**src/rtl/keypad_entry.sv**
```systemverilog
// keypad_entry: keypad time-entry stage for the microwave.
// Debounces one-hot keypad presses, accepts each press once, and shifts
// the decoded digit into a 3-digit BCD cook time (mins:sec_tens:sec_ones).
// Optional feature macro: ENTRY_ROLLOVER_EN -- when defined, presses after
// the third digit keep shifting (oldest digit dropped) instead of being
// rejected with key_err.
module keypad_entry #(
    parameter int DEBOUNCE_CYCLES = 2,
    parameter int CNT_W           = 4
) (
    input  logic       clk,
    input  logic       clear,
    input  logic [9:0] keypad,
    input  logic       load_en,
    input  logic       consume,
    output logic [3:0] mins,
    output logic [3:0] sec_tens,
    output logic [3:0] sec_ones,
    output logic [1:0] digit_count,
    output logic       entry_valid,
    output logic       key_err
);

    typedef enum logic [1:0] {
        WAIT_REL = 2'd0,
        ARMED    = 2'd1,
        HELD     = 2'd2
    } state_t;

    localparam logic [CNT_W-1:0] CNT_MAX = CNT_W'(DEBOUNCE_CYCLES);

    state_t           state;
    logic [9:0]       kp_q;
    logic [9:0]       kp_prev;
    logic [CNT_W-1:0] cnt;
    logic             stable;
    logic             accept;
    logic [3:0]       new_digit;
    logic             multi_key;

    // Decode a one-hot key code: bit k (k=0..8) is digit k+1, bit9 is digit 0.
    function automatic logic [3:0] encode(input logic [9:0] k);
        logic [3:0] d;
        d = 4'd0;
        for (int i = 0; i < 9; i++) begin
            if (k[i]) d = 4'(i + 1);
        end
        return d;
    endfunction

    // Number of keys pressed at once.
    function automatic logic [3:0] popcount(input logic [9:0] k);
        logic [3:0] n;
        n = 4'd0;
        for (int i = 0; i < 10; i++) begin
            n = n + {3'd0, k[i]};
        end
        return n;
    endfunction

    // Stable also requires the sample to match its predecessor, so a fresh
    // key value never rides on a counter still saturated from the old value.
    assign stable    = (cnt == CNT_MAX) && (kp_q == kp_prev);
    assign accept    = (state == ARMED) && (kp_q != 10'd0) && stable;
    assign new_digit = encode(kp_q);
    assign multi_key = (popcount(kp_q) > 4'd1);

    // Register the keypad and count consecutive identical samples.
    always_ff @(posedge clk) begin
        if (clear) begin
            kp_q    <= 10'd0;
            kp_prev <= 10'd0;
            cnt     <= '0;
        end else begin
            kp_q    <= keypad;
            kp_prev <= kp_q;
            if (kp_q != kp_prev) begin
                cnt <= CNT_W'(1);
            end else if (cnt != CNT_MAX) begin
                cnt <= cnt + CNT_W'(1);
            end
        end
    end

    // Press FSM plus the digit shift register and reject pulse.
    always_ff @(posedge clk) begin
        if (clear) begin
            state       <= WAIT_REL;
            mins        <= 4'd0;
            sec_tens    <= 4'd0;
            sec_ones    <= 4'd0;
            digit_count <= 2'd0;
            key_err     <= 1'b0;
        end else begin
            key_err <= 1'b0;

            case (state)
                WAIT_REL: if (kp_q == 10'd0 && stable) state <= ARMED;
                ARMED:    if (accept) state <= HELD;
                HELD:     if (kp_q == 10'd0 && stable) state <= ARMED;
                default:  state <= WAIT_REL;
            endcase

            if (consume) begin
                // The timer took the digits; a press landing on this edge is lost.
                mins        <= 4'd0;
                sec_tens    <= 4'd0;
                sec_ones    <= 4'd0;
                digit_count <= 2'd0;
            end else if (accept && load_en) begin
                if (multi_key) begin
                    key_err <= 1'b1;
                end else if (digit_count != 2'd3) begin
                    mins        <= sec_tens;
                    sec_tens    <= sec_ones;
                    sec_ones    <= new_digit;
                    digit_count <= digit_count + 2'd1;
                end else begin
`ifdef ENTRY_ROLLOVER_EN
                    mins     <= sec_tens;
                    sec_tens <= sec_ones;
                    sec_ones <= new_digit;
`else
                    key_err <= 1'b1;
`endif
                end
            end
        end
    end

    assign entry_valid = (digit_count != 2'd0) && (sec_tens <= 4'd5);

endmodule

```
**config.mk**
```make
export PLATFORM = sky130hd
export DESIGN_NAME = keypad_entry
export DESIGN_NICKNAME = d
export VERILOG_FILES = /design/src/rtl/keypad_entry.sv
export SDC_FILE = /design/constraint.sdc
export NUM_CORES = 1
export LEC_CHECK = 0
export BUFFER_PORTS_ARGS = -buffer_cell sky130_fd_sc_hd__buf_2
export CORE_MARGIN = 1.5
export CORE_UTILIZATION = 30
export DETAILED_ROUTE_END_ITERATION = 6
export GPL_ROUTABILITY_DRIVEN = 0
export PLACE_DENSITY = 0.49
export SYNTH_ARGS = -nofsm -noshare
export SYNTH_HDL_FRONTEND = slang
export SYNTH_SLANG_ARGS = --single-unit
export TNS_END_PERCENT = 20
```
**constraint.sdc**
```tcl
create_clock -name clk -period 7.29 [get_ports clk]
set_input_delay 2.187 -clock clk [delete_from_list [all_inputs] [get_ports clk]]
set_output_delay 2.187 -clock clk [all_outputs]
set_load 0.05 [all_outputs]
```
# Word-level counts from Yosys, hierarchy flattened
# Index checks and enable logic that the tools add are counted.
# op_classes
mux	16
n_div	0
magnitude_cmp	2
n_reduce_logical	17
add_sub_neg	11
bitwise	2
shift	0
eq_ne	9
n_mul	0
# ops
operator	count
$mux W4	8
$add A4 B1 Y4	6
$eq A10 B10 Y1	1
$logic_not A10 Y1	1
$ne A10 B10 Y1	1
$reduce_bool A10 Y1	1
$logic_and A1 B1 Y1	6
$reduce_or A2 Y1	3
$mux W1	5
$add A3 B1 Y4	1
$add A4 B1 Y4 const B	1
$eq A4 B2 Y1 const B	1
$gt A4 B1 Y1 const B	1
$le A4 B3 Y1 const B	1
$mux W2	2
$ne A2 B2 Y1 const B	2
$ne A4 B2 Y1 const B	1
$pmux W2 S2	1
$reduce_bool A2 Y1	2
$add A2 B1 Y3	1
$reduce_and A3 Y1	1
$reduce_or A3 Y1	1
$add A1 B1 Y2	1
$add A2 B1 Y2 const B	1
other kinds (6)	7
# totals
rom_bits	0
regBits	41
mem_count	0
ram_bits	0
input_bits	14
word_cells	67
latchBits	0

# Logic depth before layout (Yosys ltp)
# logic_depth
depth_word	12
ltp_mapped	14

# Worst setup path after synthesis
# Ideal clock, no wire load.
# synth_timing
path_type	reg-to-output
start	register digit_count[0]
end	output entry_valid
stages_incl_launch_ff	4
required_time_ns	5.103
n_path_buf	0
setup_slack_ns	2.969
arrival_ns	2.134
cell_sequence	dfxtp_1 inv_1 ha_1 a211oi_1
# synth_via
elab_chain_cells	2
# synth_rtl
element	line_no	rtl
start: declaration	19	output logic [1:0] digit_count,
start signal: assignment	117	digit_count <= digit_count + 2'd1;
$reduce_bool A2 Y1	131	assign entry_valid = (digit_count != 2'd0) && (sec_tens <= 4'd5);
$logic_and A1 B1 Y1	131	
end: declaration	20	output logic entry_valid,
# Every way passes these cells.

# Worst setup path after layout
# layout_timing
start	register kp_q[0]
end	register mins[1]
# layout_via
elab_chain_cells	12
elab_cells_between_ends	18
# layout_rtl
element	line_no	rtl
start: declaration	33	logic [9:0] kp_q;
start signal: assignment	75	kp_q <= keypad;
$add A1 B1 Y2	56	n = n + {3'd0, k[i]};
$add A2 B1 Y3	56	
$add A3 B1 Y4	56	
$add A4 B1 Y4 (6 in series)	56	
$gt A4 B1 Y1	66	assign multi_key = (popcount(kp_q) > 4'd1);
$not A1 Y1 (no source line)	n/a	
$reduce_and A3 Y1 (no source line) (*)	n/a	
end signal: assignment	114	mins <= sec_tens;
end: declaration	16	output logic [3:0] mins,
# Every way passes the cells marked *; elsewhere a longest branch is shown, timed or not.
# A chain may end at the register's enable or synchronous reset.

==> impl_metrics.env <==
export IMPL_first_iter_violations=65
export IMPL_fin_worst_skew_ps=5.92
export IMPL_clock_latency_ps=290
export IMPL_period_share_pct=60.0
export IMPL_wire_per_inst_um=11.8
export IMPL_yosysSeqAreaShare_pct=43.6
export IMPL_grt_use_total_pct=12.0
export IMPL_start_util_pct=31.4
export IMPL_ir_worst_vdd_v=0.0000906
export IMPL_rr_startpoint="kp_q[0]"
export IMPL_numCtsBuffers=5
export IMPL_post_cts_buffers=0
export IMPL_slew_violations=0
export IMPL_synth_distinct_cells=33
export IMPL_worstPathRequired_ps=7510
export IMPL_crit_path_start="kp_q[0]"
export IMPL_grt_ovfl_total=0
export IMPL_die_x_um=82.2
export IMPL_vias=1310
export IMPL_die_y_um=82.2
export IMPL_drv_cap=0
export IMPL_syn_nets=216
export IMPL_root_buffer="clkbuf_8"
export IMPL_tightest_slew_ps=825
export IMPL_core_area_sq_um=5990
export IMPL_fmax_mhz=229
export IMPL_hp_class="register to register"
export IMPL_drc=0
export IMPL_ys_seq_elements=41
export IMPL_syn_to_final_growth_pct=16.0
export IMPL_clk_pin_slew_ps=80
export IMPL_htreeDepth=2
export IMPL_fillers=633
export IMPL_slew_headroom_pct=44.8
export IMPL_ant_nets=0
export IMPL_nets=248
export IMPL_min_period_ps=4380
export IMPL_io_pins=30
export IMPL_port_buffers=29
export IMPL_cts_resized=0
export IMPL_status="finished clean"
export IMPL_finalHoldViolCount=0
export IMPL_fp_dieArea_sq_um=6760
export IMPL_leakage_uw=0.000885
export IMPL_num_rows=28
export IMPL_min_from="mins[2]"
export IMPL_dp_hpwl_um=2580
export IMPL_grt_antenna_before_repair=0
export IMPL_crit_fanout=14
export IMPL_setup_viol=0
export IMPL_first_global_vias=1211
export IMPL_hold_ws_ps=465
export IMPL_first_pass_iters=4
export IMPL_crit_type="register to register"
export IMPL_cts_tree="built"
export IMPL_syn_area_per_cell_sq_um=10.0
export IMPL_syn_cell_area_sq_um=1880
export IMPL_worstPathArrival_ps=4600
export IMPL_rsz0062_at_grt="false"
export IMPL_final_setup_tns_ps=0
export IMPL_post_drt_via_cell_ratio=4.43
export IMPL_hold_buffers=0
export IMPL_yosysWarnings=0
export IMPL_grt_pass1_wl_um=5930
export IMPL_grt_max_degree=26
export IMPL_synth_cells=188
export IMPL_startpoint_type="register"
export IMPL_drive_gt1_share_pct=20.4
export IMPL_cts_buffer_depth=2
export IMPL_p_per_area_nw_per_um2=204
export IMPL_n_antenna_cell=0
export IMPL_endpoint_kind="register"
export IMPL_wl_um=3500
export IMPL_cts_sinks=41
-- flip-flops by register name, indices dropped and copies added, names as in the netlist --
name and count:
cnt 4, digit_count 2, key_err 1, kp_prev 10, kp_q 10, mins 4, sec_ones 4, sec_tens 4
state 2
-- layout make-up --
type	instances	area, sq um	area share, %
Clock buffer	5	68.8	3.15
Clock inverter	3	21.3	0.974
Inverter	16	60.1	2.75
Multi-Input combinational cell	126	966	44.2
Sequential cell	41	821	37.6
Tap cell	75	93.8	4.30
Timing Repair Buffer	30	153	6.99
-- final timing paths --
path,end,slack (ps),depth (start not counted)
max,mins[1],2910,13
min,mins[2],470,2
max reg2reg,mins[1],2910,13
min reg2reg,mins[2],470,2
-- power by group --
group	internal, uW	switching (uW)	total [uW]
Combinational	27.9	33.1	60.9
Sequential	229	6.02	235
Clock	67.9	81.7	150
-- stage by stage --
stage | power [uW] | setup slack [ps] | area, sq um | util [%] | cells
finish | 446 | 2910 | 2180 | 36.4 | 296
global route | 476 | 2540 | 2180 | 36.4 | 296
CTS | 455 | 2870 | 2180 | 36.4 | 296
detailed placement | 302 | 2870 | 2090 | 34.9 | 288
global placement | 302 | 2930 | 2090 | 34.9 | 288
floorplan | 287 | 2970 | 1880 | - | 188
-- metal layers --
metal / vias to the layer above / track usage (%) / part of all wire [%]
li1: 676 / - / -
met1: 601 / 16.5 / 51
met2: 25 / 16.7 / 42
met3: 8 / 3.52 / 4.5
met4: 0 / 6.10 / 2.1
met5: - / 0 / 0
-- worst max-delay path, stage by stage, from the launching register on --
cell      delay, ps
dfxtp_1         370
inv_1           100
fa_1            500
fa_1            530
fa_1            410
inv_1            60
ha_1            150
inv_1            50
fa_1            380
a2111o_1        390
a21oi_1         290
o21ai_4         110
nor3_4          690
mux2i_1         260
-- layout by cell type, fill, tap and decap left out, drive strengths merged --
master	netlist	final
clkbuf	4	5
nand4	2	2
buf	1	30
clkinv	0	1
nor2	13	13
xor2	1	1
nor2b	15	15
inv	16	17
ha	8	8
or4	4	4
nor4	1	1
or3	1	1
dfxtp	41	41
o21bai	1	1
o311ai	1	1
a21oi	3	3
xnor2	12	12
a211oi	3	3
a21o	1	1
fa	6	6
nand2	21	21
nand3b	1	1
clkinvlp	0	1
or2	2	2
nor3	5	5
o21ai	3	3
nand2b	2	2
mux2i	15	15
and2	1	1
a2111o	1	1
or4b	1	1
nand3	2	2
-- synth_stat cells (all sizes together) --
cell type  count  area share (%)
mux2i         15             8.0
or4            4             2.2
or4b           1            0.53
nor2          13             2.6
xor2           1            0.47
or3            1            0.33
o21bai         1            0.40
fa             6             6.4
inv           16             3.2
nor4           1            0.33
dfxtp         41              44
nor3           5             1.9
and2           1            0.33
a21o           1            0.40
a21oi          3            0.80
or2            2            0.66
a2111o         1            0.60
nand3b         1            0.40
buf            1             1.1
nand4          2            0.66
a211oi         3             1.2
o21ai          3             1.4
xnor2         12             5.6
ha             8             5.3
o311ai         1            0.47
nand3          2            0.53
clkbuf         4            0.80
nor2b         15             5.0
nand2         21             4.2
nand2b         2            0.66
-- cell families after synthesis --
logic type | synth area share, %
multiplexers | 7.98
flip-flops | 43.6
adder cells (fa/ha/maj) | 11.7
AND/OR/NAND/NOR | 20.3
XOR/XNOR | 6.05
AO/OA/AOI/OAI | 5.25
buffers and inverters | 5.05
Power figures use the tool's default switching activity.
